File: config.mk
export PLATFORM = sky130hd
export DESIGN_NAME = fetch_ctrl
export DESIGN_NICKNAME = d
export VERILOG_FILES = /design/src/rtl/fetch_ctrl.sv
export SDC_FILE = /design/constraint.sdc
export NUM_CORES = 1
export LEC_CHECK = 0
export BUFFER_PORTS_ARGS = -buffer_cell sky130_fd_sc_hd__buf_4
export CAP_MARGIN = 20
export CORE_MARGIN = 5
export CORE_UTILIZATION = 40
export DETAILED_ROUTE_END_ITERATION = 7
export SYNTH_ARGS = -nofsm -noshare
export SYNTH_HDL_FRONTEND = slang
export SYNTH_SLANG_ARGS = --single-unit
File: constraint.sdc
create_clock -name clk -period 9.13 [get_ports clk]
set_clock_uncertainty 0.1 [all_clocks]
set_input_delay 1.826 -clock clk [delete_from_list [all_inputs] [get_ports clk]]
set_output_delay 1.826 -clock clk [all_outputs]
set_load 0.03 [all_outputs]
File: src/rtl/fetch_ctrl.sv
`default_nettype none
// ----------------------------------------------------------------------------
// fetch_ctrl : IF-stage fetch controller. Credit-limited imem requests, an
//   in-order PC tag queue, and a small instruction buffer feeding ID.
//   Optional macro FETCH_BYPASS_EN: same-cycle response-to-ID bypass.
// Revision   : 1.0
// ----------------------------------------------------------------------------
module fetch_ctrl #(
  parameter int unsigned     XLEN     = 32,
  parameter logic [XLEN-1:0] RESET_PC = '0,
  parameter int unsigned     DEPTH    = 2
) (
  input  logic            clk,
  input  logic            rst,
  input  logic            redirect_valid,
  input  logic [XLEN-1:0] redirect_pc,
  output logic            imem_req_valid,
  input  logic            imem_req_ready,
  output logic [XLEN-1:0] imem_req_addr,
  input  logic            imem_rsp_valid,
  input  logic [XLEN-1:0] imem_rsp_data,
  output logic            inst_valid,
  input  logic            inst_ready,
  output logic [XLEN-1:0] inst_pc,
  output logic [XLEN-1:0] inst_data,
  output logic            busy
);
  localparam int unsigned PW      = (DEPTH > 1) ? $clog2(DEPTH) : 1;
  localparam int unsigned CW      = PW + 1;
  localparam logic [CW:0] C_DEPTH = (CW+1)'(DEPTH);

  typedef enum logic [1:0] {
    S_BOOT  = 2'd0,
    S_RUN   = 2'd1,
    S_FLUSH = 2'd2
  } state_t;

  state_t          r_state, w_state_nxt;
  logic [XLEN-1:0] r_fetch_pc;
  logic [CW-1:0]   r_out, r_discard, r_buf_cnt;
  logic            r_hold, r_hold_stale;
  logic [XLEN-1:0] r_hold_addr;
  logic [PW-1:0]   r_tag_wp, r_tag_rp, r_buf_wp, r_buf_rp;
  logic [XLEN-1:0] r_tag_q    [DEPTH];
  logic [XLEN-1:0] r_buf_pc   [DEPTH];
  logic [XLEN-1:0] r_buf_data [DEPTH];

  logic            w_redir, w_credit, w_req_fire, w_fire_fresh, w_fire_stale;
  logic            w_rsp_take, w_rsp_drop, w_rsp_keep, w_byp;
  logic            w_pop, w_buf_push, w_buf_pop, w_hold_stale_nxt;
  logic [CW-1:0]   w_out_nxt, w_discard_nxt;
  logic            w_unused_lsb;

  assign w_unused_lsb = ^redirect_pc[1:0];

  assign w_redir        = redirect_valid && (r_state != S_BOOT);
  assign w_credit       = ({1'b0, r_out} + {1'b0, r_buf_cnt}) < C_DEPTH;
  // A request once raised is held (same address) until accepted.
  assign imem_req_valid = r_hold || ((r_state == S_RUN) && w_credit);
  assign imem_req_addr  = r_hold ? r_hold_addr : r_fetch_pc;
  assign w_req_fire     = imem_req_valid && imem_req_ready;
  assign w_fire_stale   = w_req_fire && (r_hold_stale || w_redir);
  assign w_fire_fresh   = w_req_fire && !w_fire_stale;

  assign w_rsp_take = imem_rsp_valid && (r_out != '0);
  assign w_rsp_drop = w_rsp_take && (r_discard != '0);
  assign w_rsp_keep = w_rsp_take && (r_discard == '0);

  assign w_out_nxt = r_out + CW'(w_req_fire) - CW'(w_rsp_take);
  // Stale responses are always the oldest in flight, so a count suffices.
  assign w_discard_nxt = w_redir ? w_out_nxt
                       : (r_discard + CW'(w_req_fire && r_hold_stale) - CW'(w_rsp_drop));
  assign w_hold_stale_nxt = w_req_fire ? 1'b0
                          : ((w_redir && imem_req_valid) ? 1'b1 : r_hold_stale);

`ifdef FETCH_BYPASS_EN
  assign w_byp = w_rsp_keep && (r_state == S_RUN) && (r_buf_cnt == '0);
`else
  assign w_byp = 1'b0;
`endif

  assign inst_valid = ((r_buf_cnt != '0) || w_byp) && !redirect_valid;

  always_comb begin
    inst_pc   = '0;
    inst_data = '0;
    if (w_byp) begin
      inst_pc   = r_tag_q[r_tag_rp];
      inst_data = imem_rsp_data;
    end else if (r_buf_cnt != '0) begin
      inst_pc   = r_buf_pc[r_buf_rp];
      inst_data = r_buf_data[r_buf_rp];
    end
  end

  assign w_pop      = inst_valid && inst_ready;
  assign w_buf_pop  = w_pop && !w_byp;
  assign w_buf_push = w_rsp_keep && !w_redir && !(w_byp && w_pop);
  assign busy       = (r_state == S_FLUSH) || (r_out != '0);

  always_comb begin
    w_state_nxt = r_state;
    case (r_state)
      S_BOOT:         w_state_nxt = S_RUN;
      S_RUN, S_FLUSH: w_state_nxt = ((w_discard_nxt != '0) || w_hold_stale_nxt) ? S_FLUSH : S_RUN;
      default:        w_state_nxt = S_BOOT;
    endcase
  end

  always_ff @(posedge clk or negedge rst) begin
    if (!rst) begin
      r_state      <= S_BOOT;
      r_fetch_pc   <= RESET_PC;
      r_out        <= '0;
      r_discard    <= '0;
      r_hold       <= 1'b0;
      r_hold_stale <= 1'b0;
      r_hold_addr  <= RESET_PC;
      r_tag_wp     <= '0;
      r_tag_rp     <= '0;
      r_buf_wp     <= '0;
      r_buf_rp     <= '0;
      r_buf_cnt    <= '0;
    end else begin
      r_state      <= w_state_nxt;
      r_out        <= w_out_nxt;
      r_discard    <= w_discard_nxt;
      r_hold       <= imem_req_valid && !imem_req_ready;
      r_hold_stale <= w_hold_stale_nxt;
      if (!r_hold) begin
        r_hold_addr <= imem_req_addr;
      end
      if (redirect_valid) begin
        r_fetch_pc <= {redirect_pc[XLEN-1:2], 2'b00};
      end else if (w_fire_fresh) begin
        r_fetch_pc <= r_fetch_pc + XLEN'(4);
      end
      if (w_redir) begin
        r_tag_wp  <= '0;
        r_tag_rp  <= '0;
        r_buf_wp  <= '0;
        r_buf_rp  <= '0;
        r_buf_cnt <= '0;
      end else begin
        if (w_fire_fresh) r_tag_wp <= r_tag_wp + PW'(1);
        if (w_rsp_keep)   r_tag_rp <= r_tag_rp + PW'(1);
        if (w_buf_push)   r_buf_wp <= r_buf_wp + PW'(1);
        if (w_buf_pop)    r_buf_rp <= r_buf_rp + PW'(1);
        r_buf_cnt <= r_buf_cnt + CW'(w_buf_push) - CW'(w_buf_pop);
      end
    end
  end

  always_ff @(posedge clk) begin
    if (w_fire_fresh) begin
      r_tag_q[r_tag_wp] <= imem_req_addr;
    end
    if (w_buf_push) begin
      r_buf_pc[r_buf_wp]   <= r_tag_q[r_tag_rp];
      r_buf_data[r_buf_wp] <= imem_rsp_data;
    end
  end

endmodule
`default_nettype wire

==> qor.csv <==
metric;value;unit
CTS Sinks;268;
post-route ant nets;0;
maximum fanout along the worst path;57;
CP endpoint kind;primary output;
fin. max-slew vios;0;
routed len/inst;17.9;um
Die Ht;177;um
post-layout util;0.500;
Max IR drop VDD;0.150;mV
worst slew pin tran;987;ps
total global-route track usage;0.148;
startpoint types;input port;
Fin. Hold Viols;0;
routed wire length;23.7;mm
P_leak;5.25;nW
Ys Warns;0;
GRT overflow;0;
Slew HR;0.342;
Netlist Area Pre-Place;0.0112;sq mm
clk root buf;clkbuf_16;
crit share post-route;0.493;
row count;61;
placer congestion estimate;0.777;
clock latency at the later pin of the worst-skew pair;550;ps
Tmin final;4500;ps
initial antenna violation count;0;
dpl ws;4610;ps
nets;1002;
cts hold-fix bufs;0;
die area;0.0314;sq mm
area delta synth->final;24.1;%
critical path class;in -> out;
Worst R2R Path Depth;10;
Post-CTS Resized;0;
Core Area;0.0277;sq mm
vias after detailed routing;6463;
pwr/cell area;326;mW/mm^2
R2R setup slack;5640;ps
number of vias per cell;4.89;
port bufs;166;
H-Tree Depth;1;
worst min path class;reg -> reg;
post-DP HPWL;14.8;mm
crit path capture;inst_valid;
Seq cells post-synth;268;
I/O pins;169;
MaxCap Viol Count;0;
vias in the first global route;6531;
layout cells sized above 1;0.342;
leading post-synthesis cells by cell area;edfxtp_1, dfrtp_1, mux2_2, mux2i_1, nor2_1;
die width;177;um
crit path DAT;2570;ps
synthesized instance count;750;
cell taking the most area after synthesis;edfxtp_1;
sequential share of the synthesized area;0.687;
FF-to-FF End;r_state[0];
R2R Path Start;r_hold;
Post-CTS Setup Repair Bufs;0;
CTS tree;done;
Initial Utilization;0.403;
1st-pass router iterations;4;
final setup fails;0;
Distinct cells, synth;40;
clk buf depth;3;
post-synthesis net count;831;
Reg clk slew, reported paths;60;ps
diodes inserted;0;
Critical Path RT;7200;ps
worst setup margin;4630;ps
first-pass GRT wire length;36.4;mm
starting DRC count in detailed routing;338;
Setup crit start;redirect_valid;
RSZ-0062 raised after global routing;no;
run status;finished, final reports clean;
Syn Area/Cell;14.9;sq um
largest net degree at the start of global routing;77;
Peak Freq;222;MHz
share of the synthesized area in the top cell type;0.516;
CTS Buf Count;29;
setup total negative slack;0;ps
DRC viols;0;
state kept, by name, indices dropped and copies added, names as in the netlist, 2 cells and up:
register	count
r_buf_pc	64
r_fetch_pc	30
r_hold_addr	32
r_out	2
r_discard	2
r_buf_cnt	2
r_tag_q	64
r_buf_data	64
r_state	2
logic make-up (layout without fill, tap and decap cells):
group | Yosys count | in the layout | synth area share
and+or+nand+nor | 191 | 191 | 0.0819
adders and majority gates | 11 | 11 | 0.0130
muxes | 154 | 154 | 0.148
buffers and inverters | 43 | 237 | 0.0147
AOI/OAI and AO/OA | 48 | 48 | 0.0281
xor gates and xnor gates | 35 | 35 | 0.0275
DFF | 268 | 268 | 0.687
power by group:
| group | switching, W | total [W] | internal (W) |
|---|---|---|---|
| Sequential | 0.000138 | 0.00170 | 0.00157 |
| Combinational | 0.000983 | 0.00162 | 0.000641 |
| Clock | 0.000456 | 0.00120 | 0.000740 |
final cells by class:
class	instances	area, sq um
clock buffer	38	779
clock inverter	16	208
fill	2419	13800
inverter	8	30.0
multi-input combinational	439	3360
sequential	268	7670
tap	378	473
timing repair buffer	175	1340
placed cells by master (no fill, tap or decap), types with 3 or more instances in the layout:
cell type,synthesis,layout
edfxtp_1,192,192
buf_4,0,173
mux2_2,89,89
nor2_1,82,80
dfrtp_1,76,74
mux2i_1,65,65
nand2_1,44,44
o21ai_0,32,32
clkbuf_16,0,29
xor2_1,18,18
xnor2_1,17,17
nand4_1,12,12
and2_1,11,11
nand3_1,11,11
ha_1,10,10
clkinv_2,0,9
inv_1,8,8
and3_1,9,7
clkbuf_1,23,7
and4_1,5,5
bufinv_16,0,5
or3_1,4,4
nor4_1,3,3
a31oi_1,3,3
stage by stage:
step / power, W / hold slack, ps / cells / cell area, sq um
6_report: 0.00452 / 377 / 1322 / 13900
4_1_cts: 0.00459 / 380 / 1321 / 13800
2_1_floorplan: 0.00280 / 343 / 750 / 11200
3_5_place_dp: 0.00338 / 366 / 1267 / 12800
5_1_grt: 0.00476 / 410 / 1322 / 13900
3_3_place_gp: 0.00335 / 358 / 1266 / 12800
layer usage:
layer,track usage,share of wire,up-vias
met1,0.202,0.44,3149
met3,0.0293,0.062,36
met5,0,0,-
met2,0.244,0.47,175
met4,0.0361,0.019,0
li1,-,-,3103
cell usage after synthesis, drive strengths merged:
master,number
a41o,1
nand4,13
nand2,44
a21oi,2
a311oi,1
o21a,1
nand3b,1
and2b,1
nand3,11
fa,1
or3,4
clkbuf,23
buf,12
mux2,89
inv,8
a21o,2
nor4,3
mux2i,65
a221oi,1
edfxtp,192
o31a,1
and2,11
a31oi,3
nand2b,2
o21ai,34
nor2,82
nor3,3
and4,5
nor2b,1
a2111oi,2
ha,10
nand4bb,1
and3,9
xor2,18
xnor2,17
dfrtp,76
critical path, cell delays in order:
cell and delay (ps):
buf_4 430, nor2_1 120, buf_4 190
how the worst min path moves through the flow:
| stage | end | slack [ps] | cells past startpoint | from |
|---|---|---|---|---|
| after global placement | r_hold_addr[19] | 360 | 2 | r_hold_addr[19] |
| final | r_hold_addr[19] | 380 | 2 | r_hold_addr[19] |
| after detailed placement | r_hold_addr[19] | 370 | 2 | r_hold_addr[19] |
| after CTS | r_hold_addr[19] | 380 | 2 | r_hold_addr[19] |
| after floorplan | r_hold_addr[19] | 340 | 2 | r_hold_addr[19] |
| after global routing | r_hold_addr[23] | 410 | 1 | r_hold_addr[23] |
Note: power is estimated with default switching activity, not from simulation.
